<file path="config.mk">
export PLATFORM = sky130hd
export DESIGN_NAME = my_bullet_pool_flat
export DESIGN_NICKNAME = d
export VERILOG_FILES = /design/src/rtl/my_bullet_pool_pkg.sv /design/src/rtl/my_bullet_pool_if.sv /design/src/rtl/my_bullet_pool_slot.sv /design/src/rtl/my_bullet_pool.sv /design/src/flat_wrapper.sv
export SDC_FILE = /design/constraint.sdc
export NUM_CORES = 1
export LEC_CHECK = 0
export BUFFER_PORTS_ARGS = -buffer_cell sky130_fd_sc_hd__buf_4
export CORE_AREA = 2 2 114 116
export DETAILED_ROUTE_END_ITERATION = 8
export DIE_AREA = 0 0 116 118
export HOLD_SLACK_MARGIN = 0.1
export PLACE_DENSITY_LB_ADDON = 0.2
export SLEW_MARGIN = 5
export SYNTH_ARGS = -nofsm -noshare
export SYNTH_HDL_FRONTEND = slang
export SYNTH_SLANG_ARGS = --single-unit
export TNS_END_PERCENT = 5
</file>
<file path="constraint.sdc">
create_clock -name clk -period 2.55 [get_ports clk]
set_clock_uncertainty 0.15 [all_clocks]
set_input_delay 0.51 -clock clk [delete_from_list [all_inputs] [get_ports clk]]
set_output_delay 0.51 -clock clk [all_outputs]
set_load 0.005 [all_outputs]
</file>
<file path="src/rtl/my_bullet_pool_pkg.sv">
// my_bullet_pool_pkg: shared game screen constants and the 10-bit screen coordinate type
package my_bullet_pool_pkg;
  localparam int SCREEN_W = 640;
  localparam int SCREEN_H = 480;
  localparam int BULLET_W = 16;
  localparam int V_PARK = 480;
  localparam int STEP = 2;
  typedef logic [9:0] coord_t;
endpackage

</file>
<file path="src/rtl/my_bullet_pool_if.sv">
// my_bullet_pool_if: pool bus; master drives tick/fire/plane position/hit, slave returns packed slot positions, active mask, fire_ack, pool_full
interface my_bullet_pool_if import my_bullet_pool_pkg::coord_t; #(
  parameter int N_SLOTS = 5
);
  logic tick;
  logic fire;
  coord_t h_my_plane;
  coord_t v_my_plane;
  logic [N_SLOTS-1:0] hit;
  logic [10*N_SLOTS-1:0] h_bullet;
  logic [10*N_SLOTS-1:0] v_bullet;
  logic [N_SLOTS-1:0] active;
  logic fire_ack;
  logic pool_full;
  modport master(
    output tick, fire, h_my_plane, v_my_plane, hit,
    input h_bullet, v_bullet, active, fire_ack, pool_full
  );
  modport slave(
    input tick, fire, h_my_plane, v_my_plane, hit,
    output h_bullet, v_bullet, active, fire_ack, pool_full
  );
endinterface

</file>
<file path="src/rtl/my_bullet_pool_slot.sv">
// my_bullet_pool_slot: one bullet slot (in clk, rst, spawn, spawn_h, spawn_v, tick, hit; out active, h, v); retire beats spawn beats move
module my_bullet_pool_slot import my_bullet_pool_pkg::coord_t; #(
  parameter int STEP = my_bullet_pool_pkg::STEP,
  parameter int V_PARK = my_bullet_pool_pkg::V_PARK
) (
  input  logic   clk,
  input  logic   rst,
  input  logic   spawn,
  input  coord_t spawn_h,
  input  coord_t spawn_v,
  input  logic   tick,
  input  logic   hit,
  output logic   active,
  output coord_t h,
  output coord_t v
);
  always_ff @(posedge clk)
    if (rst || (active && (hit || (tick && v < coord_t'(STEP))))) begin
      active <= 1'b0;
      h <= '0;
      v <= coord_t'(V_PARK);
    end else if (spawn) begin
      active <= 1'b1;
      h <= spawn_h;
      v <= spawn_v;
    end else if (active && tick) begin
      v <= v - coord_t'(STEP);
    end
endmodule

</file>
<file path="src/rtl/my_bullet_pool.sv">
// my_bullet_pool: player bullet pool (clk, rst, bus slave: tick/fire/plane pos/hit in, h_bullet/v_bullet/active/fire_ack/pool_full out)
module my_bullet_pool import my_bullet_pool_pkg::coord_t; #(
  parameter int N_SLOTS = 5,
  parameter int STEP = my_bullet_pool_pkg::STEP,
  parameter int PLANE_W = 32,
  parameter int BULLET_W = my_bullet_pool_pkg::BULLET_W,
  parameter int COOLDOWN = 20,
  parameter int V_PARK = my_bullet_pool_pkg::V_PARK
) (
  input logic clk,
  input logic rst,
  my_bullet_pool_if.slave bus
);
  logic fire_prev;
  logic fire_rise;
  logic alloc;
  logic [15:0] cooldown;
  logic [N_SLOTS-1:0] free;
  logic [N_SLOTS-1:0] spawn;
  logic [N_SLOTS-1:0] act;
  logic [10*N_SLOTS-1:0] h_all;
  logic [10*N_SLOTS-1:0] v_all;
  coord_t spawn_h;
  coord_t spawn_v;
  assign fire_rise = bus.fire & ~fire_prev;
  assign free = ~act;
  assign alloc = fire_rise && cooldown == '0 && |free;
  assign spawn = alloc ? free & -free : '0;
  assign spawn_h = bus.h_my_plane + coord_t'(PLANE_W / 2 - BULLET_W / 2);
  assign spawn_v = bus.v_my_plane < coord_t'(BULLET_W) ? '0 : bus.v_my_plane - coord_t'(BULLET_W);
  always_ff @(posedge clk)
    if (rst) begin
      fire_prev <= 1'b0;
      cooldown <= '0;
      bus.fire_ack <= 1'b0;
    end else begin
      fire_prev <= bus.fire;
      bus.fire_ack <= alloc;
      cooldown <= alloc ? 16'(COOLDOWN) : (bus.tick && cooldown != '0) ? cooldown - 16'd1 : cooldown;
    end
  for (genvar g = 0; g < N_SLOTS; g++) begin : g_slot
    my_bullet_pool_slot #(.STEP(STEP), .V_PARK(V_PARK)) u_slot (
      .clk(clk),
      .rst(rst),
      .spawn(spawn[g]),
      .spawn_h(spawn_h),
      .spawn_v(spawn_v),
      .tick(bus.tick),
      .hit(bus.hit[g]),
      .active(act[g]),
      .h(h_all[10*g+:10]),
      .v(v_all[10*g+:10])
    );
  end
  assign bus.active = act;
  assign bus.h_bullet = h_all;
  assign bus.v_bullet = v_all;
  assign bus.pool_full = &act;
endmodule

</file>
<file path="src/flat_wrapper.sv">
// flat-port wrapper written by rule: the top's interface ports become plain ports
module my_bullet_pool_flat import my_bullet_pool_pkg::coord_t;
#(
  parameter int N_SLOTS = 5,
  parameter int STEP = my_bullet_pool_pkg::STEP,
  parameter int PLANE_W = 32,
  parameter int BULLET_W = my_bullet_pool_pkg::BULLET_W,
  parameter int COOLDOWN = 20,
  parameter int V_PARK = my_bullet_pool_pkg::V_PARK
)
  (clk, rst, bus_tick, bus_fire, bus_h_my_plane, bus_v_my_plane, bus_hit, bus_h_bullet, bus_v_bullet, bus_active, bus_fire_ack, bus_pool_full);
  my_bullet_pool_if #(.N_SLOTS(N_SLOTS)) bus_i ();
  input logic clk;
  input logic rst;
  input wire logic [$bits(bus_i.tick)-1:0] bus_tick;
  input wire logic [$bits(bus_i.fire)-1:0] bus_fire;
  input wire logic [$bits(bus_i.h_my_plane)-1:0] bus_h_my_plane;
  input wire logic [$bits(bus_i.v_my_plane)-1:0] bus_v_my_plane;
  input wire logic [$bits(bus_i.hit)-1:0] bus_hit;
  output wire logic [$bits(bus_i.h_bullet)-1:0] bus_h_bullet;
  output wire logic [$bits(bus_i.v_bullet)-1:0] bus_v_bullet;
  output wire logic [$bits(bus_i.active)-1:0] bus_active;
  output wire logic [$bits(bus_i.fire_ack)-1:0] bus_fire_ack;
  output wire logic [$bits(bus_i.pool_full)-1:0] bus_pool_full;
  assign bus_i.tick = bus_tick;
  assign bus_i.fire = bus_fire;
  assign bus_i.h_my_plane = bus_h_my_plane;
  assign bus_i.v_my_plane = bus_v_my_plane;
  assign bus_i.hit = bus_hit;
  assign bus_h_bullet = bus_i.h_bullet;
  assign bus_v_bullet = bus_i.v_bullet;
  assign bus_active = bus_i.active;
  assign bus_fire_ack = bus_i.fire_ack;
  assign bus_pool_full = bus_i.pool_full;
  my_bullet_pool #(.N_SLOTS(N_SLOTS), .STEP(STEP), .PLANE_W(PLANE_W), .BULLET_W(BULLET_W), .COOLDOWN(COOLDOWN), .V_PARK(V_PARK)) u_core (.clk(clk), .rst(rst), .bus(bus_i));
endmodule
</file>
**Word level (Yosys, flattened, before mapping)**

Index checks and enable logic that the tools add are counted.

- Word-level logic and storage cells: 91
- Input bits: 29
- Register bits: 123

- Bitwise gates (word level): 4
- Reduce and logical (&&, ||, !) cells: 39
- Add/sub/neg operators: 9
- Muxes and demuxes: 14
- $lt $le $gt $ge: 6

Operators by type and width:

| kind | number |
|---|---|
| $mux W10 | 11 |
| $lt A10 B2 Y1 const B | 5 |
| $sub A10 B2 Y10 const B | 5 |
| $logic_and A1 B1 Y1 | 18 |
| $logic_not A16 Y1 | 1 |
| $reduce_bool A16 Y1 | 1 |
| $sub A16 B1 Y16 const B | 1 |
| $mux W5 | 3 |
| $reduce_bool A2 Y1 | 6 |
| $add A10 B4 Y10 const B | 1 |
| $logic_or A1 B1 Y1 | 10 |
| $lt A10 B5 Y1 const B | 1 |
| $sub A10 B5 Y10 const B | 1 |
| $and A5 B5 Y5 | 1 |
| $neg A5 Y5 | 1 |
| $not A5 Y5 | 1 |
| $reduce_and A5 Y1 | 1 |
| $reduce_or A5 Y1 | 1 |
| $reduce_or A2 Y1 | 1 |
| $and A1 B1 Y1 | 1 |
| $not A1 Y1 | 1 |

**Longest topological paths before layout**

Gate-level depths: netlist (run 1).

- Depth in word-level cells: 6
- Mapped depth: 9
- Mapped depth without buffers: 7

**Hierarchy**

Synthesis (run 1) repeated with hierarchy kept, for this count alone.

- Cells, all modules: 660
- Area, all modules: 5934.4 sq um

Modules (own cells, without submodules):

| module | instances | cells an instance | area each (sq um) |
|---|---|---|---|
| my_bullet_pool_slot | 5 | 102 | 953.4 |
| my_bullet_pool | 1 | 150 | 1167.4 |

**Worst setup path after synthesis (run 1)**

No wires, ideal clock.

- Path type: flip-flop to flip-flop
- From: reg u_core.cooldown[7]
- To: reg u_core.g_slot[4].u_slot.v[7]
- Data required time: 2277 ps
- Stages on the path, launching flop included: 9
- Path slack: -229 ps
- Library setup time: 123 ps
- Arrival time: 2507 ps
- Path through: dfxtp_1 or4_1 buf_2 or4_1 buf_4 or4_1 buf_2 o21ai_0 o21bai_1

- Longest elaborated chain between the ends: 5

RTL lines:

| element | line | RTL |
|---|---|---|
| from (decl) | my_bullet_pool.sv:17 | `logic [15:0] cooldown;` |
| from (signal assigned) | my_bullet_pool.sv:39 | `cooldown <= alloc ? 16'(COOLDOWN) : (bus.tick && cooldown != '0) ? cooldown - 16'd1 : cooldown;` |
| $logic_not A16 Y1 (*) | my_bullet_pool.sv:27 | `assign alloc = fire_rise && cooldown == '0 && \|free;` |
| $logic_and A1 B1 Y1 (*) (2 in a row) | my_bullet_pool.sv:27 |  |
| $mux W5 (*) | my_bullet_pool.sv:28 | `assign spawn = alloc ? free & -free : '0;` |
| $mux W10 or $reduce_bool A2 Y1 (tied branches) | -- |  |
| to (signal assigned) | my_bullet_pool_slot.sv:21 | `v <= coord_t'(V_PARK);` |
| to (signal assigned) | my_bullet_pool_slot.sv:25 | `v <= spawn_v;` |
| to (signal assigned) | my_bullet_pool_slot.sv:27 | `v <= v - coord_t'(STEP);` |
| to (decl) | my_bullet_pool_slot.sv:15 | `output coord_t v` |

Mark *: on every way between the ends. The rest lies on a longest branch, timed or not.
A chain may end at the register's enable or synchronous reset.

**Final worst setup path (run 1)**

- From: reg u_core.cooldown[10]
- To: reg u_core.g_slot[4].u_slot.h[9]

- Longest elaborated chain between the ends: 4

RTL lines:

| element | line | RTL |
|---|---|---|
| $logic_not A16 Y1 | my_bullet_pool.sv:27 |  |
| $logic_and A1 B1 Y1 (2 in a row) | my_bullet_pool.sv:27 |  |
| $mux W5 | my_bullet_pool.sv:28 |  |
| to (signal assigned) | my_bullet_pool_slot.sv:24 | `h <= spawn_h;` |
| to (decl) | my_bullet_pool_slot.sv:14 | `output coord_t h,` |

No other way between the ends.

==> metrics.txt, run 1 <==
outcome=completed; Clk pin slew, worst setup/hold paths=0.06 ns; Slew Limit Headroom=28.4%; required time worst endpoint=2.73 ns; Vias=5,747; setup TNS=0 ns; combinational family with the most area after synthesis=simple AND/OR/NAND/NOR gates; Detail Placement HPWL=12,900 um; Net count, final=877; Final GP Congestion=0.885; ANT nets after route=0; vias in the first global route=5,169; post-synth top area share=43.1%; cts hold-fix bufs=0; Die H=118 um; crit path DAT=2.70 ns; Worst-Margin Slew=1.07 ns; Post-Synthesis Cells=672; drt pass-1 iters=6; Vias/cell=5.61; prevailing post-synth register cell=dfxtp_1; Power Density=868 mW/mm2; post-synth cell types=57; Lkg Pwr=3.10 nW; syn nets=710; top post-synthesis cells by area=dfxtp_1, nor2_1, nand2_1; die area=0.0137 mm2; synthesized area per cell=8.51 um2; Reg area=0.00246 mm2; Simple-Gate Fraction of Synth Area=24.9%; FILL cells=1,042; Buffers on Ports=135; clock tree buffer depth=2; Max Cap Viol=0; drt drc=0; Post-Route WL=18,400 um; Post-Synth Adder-Cell Area=1.97%; Util after Layout=63.6%; I/O pin count=136; crit path time final=2.52 ns; Initial Util=46.1%; Worst Slack Setup Final=0.0309 ns; post-place instance area=0.00720 mm2; pin count of the biggest net entering global routing=31; WL per Instance=18.0 um; total CTS buffers=17; post-synthesis mux area share=1.77%; post-synthesis compound-gate area fraction=18.3%; H-Tree Depth=4; Die Width=116 um; Worst Hold Class=in2reg; number of flops mapped to enable cells by yosys=0; period utilization=98.8%; flops & latches, synth=123; initial drt markers=483; multi-input logic area=0.00306 mm2; TritonCTS clock tree=done; CP endpoint kind=flop; # clock sinks=123; Crit Path Max Fanout=16; Peak Freq=397 MHz; initial antenna violation count=1; Worst Path Class, Setup=reg2reg; Clk Tree Root Cell=clkbuf_16; P&R area growth vs syn=38.0%; Clock Latency Late Sink=0.42 ns; Worst Hold Path Cells=2; RSZ-0062 raised after global routing=true; global route overflow=0; Ys Warns=0; Seq/Total Area, Yosys=43.1%; leading area contributor after synthesis=dfxtp_1; Slew Limit Fails=0; total track usage=26.4%; Max VDD drop=0.000576 V; Design Area, Final=0.00789 mm2; final setup vio count=0; Mapped Area=0.00572 mm2; R2R depth=7; Final Hold Violating Endpoints=0; startpoint types=flop; Synth Area in XOR/XNOR=5.05%; Row Count=41; first-pass GRT wire length=27,900 um; Place WS=-0.173 ns; Post-synth ARST share=0%; Core ar.=0.0124 mm2; fraction of layout cells with a size suffix above 1=30.3%
==> area by class of cell <==
class,instances,share of cell area (%)
diodes,1,0.0317
clock buffers,24,6.36
clock inverters,7,1.11
inverters,17,0.808
multi-input cells,488,38.7
flip-flops and latches,123,31.2
well taps,172,2.73
repair buffers,192,19.0
==> through the flow <==
step           hold slack, ns  total power, W  instances
2_1_floorplan           0.298         0.00351        672
3_3_place_gp            0.299         0.00432        990
6_report                0.163         0.00685       1024
5_1_grt                 0.193         0.00714       1023
4_1_cts                 0.162         0.00679       1021
3_5_place_dp            0.297         0.00437        990
==> report_power, final <==
| group | switching [W] | internal [W] |
|---|---|---|
| Clock | 0.000845 | 0.00155 |
| Combinational | 0.00110 | 0.000966 |
| Sequential | 0.000234 | 0.00215 |
==> synth_stat cells, types with 5 or more instances <==
library cell and count:
inv_1 17, ha_1 9, or4_1 14, nor2_1 97, o21ai_0 17, nand3_1 22
xnor2_1 18, nand2_1 72, and2_1 9, dfxtp_1 123, nor3b_1 6, mux2i_1 9
nor3_1 22, a211oi_2 10, or3_1 6, a31oi_1 6, a21oi_1 39, a211oi_1 35
a221o_1 5, nor4_1 12, xor2_1 15, buf_2 12, nand4_1 6, clkbuf_1 21
buf_4 7
==> registers in the layout, indices dropped and copies added, names as in the netlist <==
name,flops
u_core.bus.fire_ack,1
u_core.cooldown,16
u_core.fire_prev,1
u_core.g_slot.u_slot.active,5
u_core.g_slot.u_slot.h,50
u_core.g_slot.u_slot.v,50
==> per-layer routing <==
| layer | global-route usage, % | vias to the layer above | share of wire, % |
|---|---|---|---|
| met1 | 35.2 | 2692 | 42 |
| met2 | 41.6 | 263 | 47 |
| met4 | 10.0 | 0 | 3.0 |
| li1 | - | 2740 | - |
| met5 | 0 | - | 0 |
| met3 | 5.87 | 52 | 8.6 |
==> path summary, 6_finish.rpt <==
check / startpoint / endpoint / slack, ns
setup reg to reg: u_core.cooldown[10]$_SDFFE_PP0P_ / u_core.g_slot[4].u_slot.h[9]$_SDFFE_PP0P_ / 0.03
setup / recovery: u_core.cooldown[10]$_SDFFE_PP0P_ / u_core.g_slot[4].u_slot.h[9]$_SDFFE_PP0P_ / 0.03
hold / removal: bus_fire / u_core.fire_prev$_SDFF_PP0_ / 0.16
hold reg to reg: u_core.g_slot[2].u_slot.v[0]$_SDFFE_PP0P_ / u_core.g_slot[2].u_slot.v[0]$_SDFFE_PP0P_ / 0.31
==> placed cells by master, fill, tap and decap left out, types with 4 or more instances in the layout <==
cell type	netlist	final
or3_1	6	6
or4_1	14	9
inv_1	17	17
nand2_1	72	71
clkbuf_16	0	18
nor4_1	12	11
clkinv_2	0	4
or4_4	0	5
dfxtp_1	123	122
xnor2_1	18	18
o21bai_1	4	4
ha_1	9	9
a31oi_1	6	6
clkbuf_8	0	5
xor2_1	15	15
nor3_1	22	22
mux2i_1	9	9
nand4_1	6	6
nor2_1	97	97
buf_4	7	187
a211oi_1	35	32
o21ai_0	17	16
a21oi_1	39	39
o31a_1	4	4
nor3b_1	6	6
a211oi_2	10	13
and2_1	9	9
nand2b_1	4	4
a221o_1	5	5
a221oi_1	4	4
nand3_1	22	21
==> worst max-delay path, stage by stage, from the launching register on <==
cell      delay, ns
dfxtp_1        0.31
or4_4          0.54
or4_4          0.52
buf_4          0.18
nor4_4         0.21
buf_4          0.24
nor2_1         0.06
a211oi_1       0.22
==> repair_timing <==
action                                  in CTS  in global routing
hold endpoints to repair                     0                  0
setup buffers                                0                  1
pin swaps                                    3                  4
gates cloned                                 0                  1
endpoints found under the setup margin      33                 55
gates resized for setup                      6                  9
==> kinds of logic (layout without fill, tap and decap cells) <==
| group | after synthesis | after routing |
|---|---|---|
| buffers and inverters | 61 | 240 |
| AO/OA/AOI/OAI | 147 | 147 |
| multiplexers | 10 | 10 |
| other | 0 | 1 |
| adder cells (fa/ha/maj) | 9 | 9 |
| flip-flops | 123 | 123 |
| AND/OR/NAND/NOR | 289 | 289 |
| XOR/XNOR | 33 | 33 |
Power figures use the tool's default switching activity.
==> run 2, diff against run 1 <==
- REMOVE_ABC_BUFFERS: default -> 1
==> metrics.txt, run 2 (synthesis results as in run 1) <==
Clk Tree Root Cell=clkbuf_16; Final GP Congestion=0.920; outcome=complete, but fails checks; RSZ-0062 raised after global routing=true; required time worst endpoint=2.74 ns; Util after Layout=64.4%; cts hold-fix bufs=0; final setup vio count=4; Peak Freq=388 MHz; clock tree buffer depth=2; failing checks=setup timing; Worst Slack Setup Final=-0.0279 ns; ANT cells=0; Buf/Inv on CP=3; Worst-Margin Slew=0.708 ns; Max Cap Viol=0; I/O pin count=136; Slew Limit Fails=0; worst-path cell chain=or4_4 -> or4_4 -> buf_4 -> nor4_4 -> buf_4 -> clkbuf_16 -> nand2_1 -> a21oi_1; WL per Instance=17.3 um; Die H=118 um; global route overflow=0; Post-Route WL=17,800 um; period utilization=101%; Crit-path slowest cell=or4_4; fraction of layout cells with a size suffix above 1=30.4%; H-Tree Depth=4; Detail Placement HPWL=12,600 um; drt drc=0; TritonCTS clock tree=done; Clk pin slew, worst setup/hold paths=0.05 ns; Worst path max stage delay=0.54 ns; pin count of the biggest net entering global routing=31; Final Hold Violating Endpoints=0; crit path time final=2.58 ns; CP endpoint kind=flop; Buffers on Ports=135; ANT nets after route=0; initial drt markers=443; initial antenna violation count=0; Core ar.=0.0124 mm2; die area=0.0137 mm2; Die Width=116 um; Max VDD drop=0.000625 V; Slew Limit Headroom=52.4%; most common cell after layout, fill and taps aside=buf_4; total CTS buffers=17; total track usage=25.6%; commonest non-fill, non-tap cells in the layout=buf_4, dfxtp_1, nor2_1; Power Density=857 mW/mm2; Initial Util=46.1%; Lkg Pwr=3.14 nW; Worst Hold Class=in2reg; first-pass GRT wire length=27,500 um; P&R area growth vs syn=39.9%; Net count, final=882; Top Family by Delay on Critical Path=simple AND/OR/NAND/NOR gates; drt pass-1 iters=6; Crit Path Max Fanout=15; crit path DAT=2.77 ns; Clock Latency Late Sink=0.41 ns; Non-Filler Instances=1,028; FILL cells=1,068; top flop regs=u_core.g_slot.u_slot.h: 50 flops, u_core.g_slot.u_slot.v: 50 flops, u_core.cooldown: 16 flops; total power=0.00686 W; placed instance count=988; startpoint types=flop; Vias/cell=5.59; setup TNS=-0.0637 ns; Vias=5,744; vias in the first global route=5,582; Worst Path Class, Setup=reg2reg; # clock sinks=123; Row Count=41
run 2: metrics by stage:
stage          setup WS [ns]  instance area [um2]  hold WS, ns
3_5_place_dp          -0.155                 7210        0.295
5_1_grt              -0.0836                 8000        0.188
3_3_place_gp          -0.129                 7210        0.289
6_report             -0.0279                 8000        0.177
2_1_floorplan          -1.13                 5500        0.298
4_1_cts             -0.00957                 7880        0.170
run 2: layout make-up:
class | instances | area [um2] | area share [%]
clock buffers | 20 | 447 | 5.58
clock inverters | 11 | 145 | 1.81
inverters | 17 | 63.8 | 0.798
multi-input cells | 488 | 3050 | 38.1
flip-flops and latches | 123 | 2460 | 30.8
well taps | 172 | 215 | 2.69
repair buffers | 197 | 1620 | 20.2
run 2: path summary, 6_finish.rpt:
path	start	endpoint	slack (ns)	depth (start not counted)
setup / recovery	u_core.cooldown[7]$_SDFFE_PP0P_	u_core.g_slot[2].u_slot.h[1]$_SDFFE_PP0P_	-0.03	8
hold / removal	bus_fire	u_core.fire_prev$_SDFF_PP0_	0.18	2
setup reg to reg	u_core.cooldown[7]$_SDFFE_PP0P_	u_core.g_slot[2].u_slot.h[1]$_SDFFE_PP0P_	-0.03	8
hold reg to reg	u_core.g_slot[0].u_slot.v[0]$_SDFFE_PP0P_	u_core.g_slot[0].u_slot.v[0]$_SDFFE_PP0P_	0.30	2
run 2: worst reg2reg max path, cell delays in order, from the launching register on:
cell and delay [ns]:
dfxtp_1 0.32, or4_4 0.53, or4_4 0.54, buf_4 0.19, nor4_4 0.22, buf_4 0.20
clkbuf_16 0.17, nand2_1 0.06, a21oi_1 0.13
run 2: timing repair:
action,4_1_cts,5_1_grt
cloned,1,2
endpoints found under the hold margin,0,0
pin swaps,3,14
resized for setup,11,10
buffers inserted,2,4
endpoints found under the setup margin,97,86
run 2: metal layers:
layer	part of all wire (%)	up-vias	track usage [%]
li1	-	2761	-
met1	41	2681	31.2
met2	47	253	40.5
met3	8.6	49	8.81
met4	3.8	0	11.4
met5	0	-	0
run 2: power by group:
| part | leakage [nW] | total (W) | internal, W | switching, W |
|---|---|---|---|---|
| registers | 0.995 | 0.00237 | 0.00215 | 0.000222 |
| clock network | 0.282 | 0.00242 | 0.00155 | 0.000865 |
| logic | 1.86 | 0.00207 | 0.000994 | 0.00107 |
==> run 3, diff against run 2 <==
- SKIP_LAST_GASP: default -> 1
==> metrics.txt, run 3 (synthesis results as in run 1) <==
Detail Placement HPWL=12,600 um; Worst Path Class, Setup=reg2reg; P&R area growth vs syn=38.9%; Slew Limit Headroom=50.1%; Buffers on Ports=135; top flop regs=u_core.g_slot.u_slot.h: 50 flops, u_core.g_slot.u_slot.v: 50 flops, u_core.cooldown: 16 flops; vias in the first global route=5,585; initial antenna violation count=0; Worst Hold Path Cells=2; cts hold-fix bufs=0; Worst-Margin Slew=0.743 ns; Worst Hold End=u_core.fire_prev$_SDFF_PP0_; worst r2r src=u_core.cooldown[7]$_SDFFE_PP0P_; Slew Limit Fails=0; CP endpoint kind=flop; # clock sinks=123; Clk Tree Root Cell=clkbuf_16; HP Start=bus_fire; Max Cap Viol=0; Die H=118 um; FILL cells=1,075; outcome=complete, but fails checks; crit path DAT=2.73 ns; final setup vio count=10; TritonCTS clock tree=done; WL per Instance=17.0 um; clock tree buffer depth=2; FF-to-FF setup slack=-0.05 ns; Place WS=-0.155 ns; Initial Util=46.1%; total CTS buffers=17; Vias=5,615; Post-Route WL=17,500 um; RSZ-0062 raised after global routing=true; I/O pin count=136; period utilization=102%; Clock Latency Late Sink=0.41 ns; Clk pin slew, worst setup/hold paths=0.05 ns; FF-to-FF End=u_core.g_slot[0].u_slot.v[9]$_SDFFE_PP0P_; Net count, final=881; first-pass GRT wire length=27,500 um; Vias/cell=5.47; placed instance count=988; failing checks=setup timing; ANT cells=0; post-place instance area=0.00721 mm2; initial drt markers=494; Core ar.=0.0124 mm2; die area=0.0137 mm2; Max VDD drop=0.000610 V; Final Hold Violating Endpoints=0; most common cell after layout, fill and taps aside=buf_4; Lkg Pwr=3.12 nW; Non-Filler Instances=1,027; startpoint types=flop; commonest non-fill, non-tap cells in the layout=buf_4, dfxtp_1, nor2_1; Crit Path Max Fanout=4; fraction of layout cells with a size suffix above 1=29.4%; Design Area, Final=0.00794 mm2; R2R depth=6; Die Width=116 um; crit path time final=2.60 ns; ANT nets after route=0; Hold Slack=0.183 ns; H-Tree Depth=4; Final GP Congestion=0.920; Row Count=41; setup TNS=-0.211 ns; Power Density=861 mW/mm2; total track usage=25.6%; Peak Freq=385 MHz; Worst Hold Class=in2reg; global route overflow=0; drt drc=0; pin count of the biggest net entering global routing=31; Worst Slack Setup Final=-0.0469 ns; required time worst endpoint=2.68 ns; drt pass-1 iters=5
## run 3: cell types whose count changed in the layout (fill, tap and decap cells not counted), sizes merged
cell / previous run / this run
buf: 195 / 194
## run 3: worst max path at each step
stage	startpoint	end	slack (ns)	cells after the start
5_1_grt	u_core.cooldown[7]$_SDFFE_PP0P_	u_core.g_slot[3].u_slot.h[8]$_SDFFE_PP0P_	-0.12	8
6_report	u_core.cooldown[7]$_SDFFE_PP0P_	u_core.g_slot[0].u_slot.v[9]$_SDFFE_PP0P_	-0.05	6
2_1_floorplan	u_core.cooldown[7]$_SDFFE_PP0P_	u_core.g_slot[2].u_slot.v[9]$_SDFFE_PP0P_	-1.13	5
3_3_place_gp	u_core.cooldown[7]$_SDFFE_PP0P_	u_core.g_slot[4].u_slot.v[5]$_SDFFE_PP1P_	-0.13	5
4_1_cts	u_core.cooldown[7]$_SDFFE_PP0P_	u_core.g_slot[1].u_slot.h[5]$_SDFFE_PP0P_	-0.03	8
3_5_place_dp	u_core.cooldown[7]$_SDFFE_PP0P_	u_core.g_slot[4].u_slot.v[5]$_SDFFE_PP1P_	-0.15	5
## run 3: timing repair
action                                  4_1_cts  5_1_grt
gates cloned                                  1        2
endpoints found under the setup margin       97       86
setup buffers                                 2        3
pin swaps                                     2        2
gates resized for setup                       8        2
## run 3: final cells by class
| cell class | instances | area [um2] | share of cell area, % |
|---|---|---|---|
| well taps | 172 | 215 | 2.71 |
| clock inverters | 11 | 145 | 1.83 |
| clock buffers | 20 | 447 | 5.62 |
| repair buffers | 196 | 1600 | 20.1 |
| flip-flops and latches | 123 | 2460 | 31.0 |
| multi-input cells | 488 | 3010 | 37.9 |
| inverters | 17 | 63.8 | 0.803 |
## run 3: per-layer routing
layer / share of wire (%) / vias to the layer above / wire (um) / track usage (%)
met5: 0 / - / 0 / 0
met4: 3.2 / 0 / 563 / 11.4
met3: 7.7 / 36 / 1340 / 8.81
met2: 47 / 191 / 8210 / 40.5
met1: 42 / 2636 / 7340 / 31.2
li1: - / 2752 / - / -
## run 3: worst max-delay path, stage by stage, from the launching register on
cell and delay [ns]:
dfxtp_1 0.31, or4_4 0.53, or4_4 0.54, buf_6 0.16, nor3_4 0.28, nor3_1 0.11
a2111oi_1 0.39
## run 3: report_power, final
part / switching, W / leakage [nW] / internal [W] / total, W
combinational: 0.00107 / 1.84 / 0.000991 / 0.00206
sequential: 0.000219 / 0.995 / 0.00215 / 0.00237
clock: 0.000855 / 0.282 / 0.00155 / 0.00241
## run 3: metrics by stage
stage	utilization, %	power (W)
after floorplan	-	0.00340
after global placement	58.0	0.00425
after detailed placement	58.0	0.00429
after CTS	63.4	0.00678
after global routing	64.0	0.00717
final	64.0	0.00684
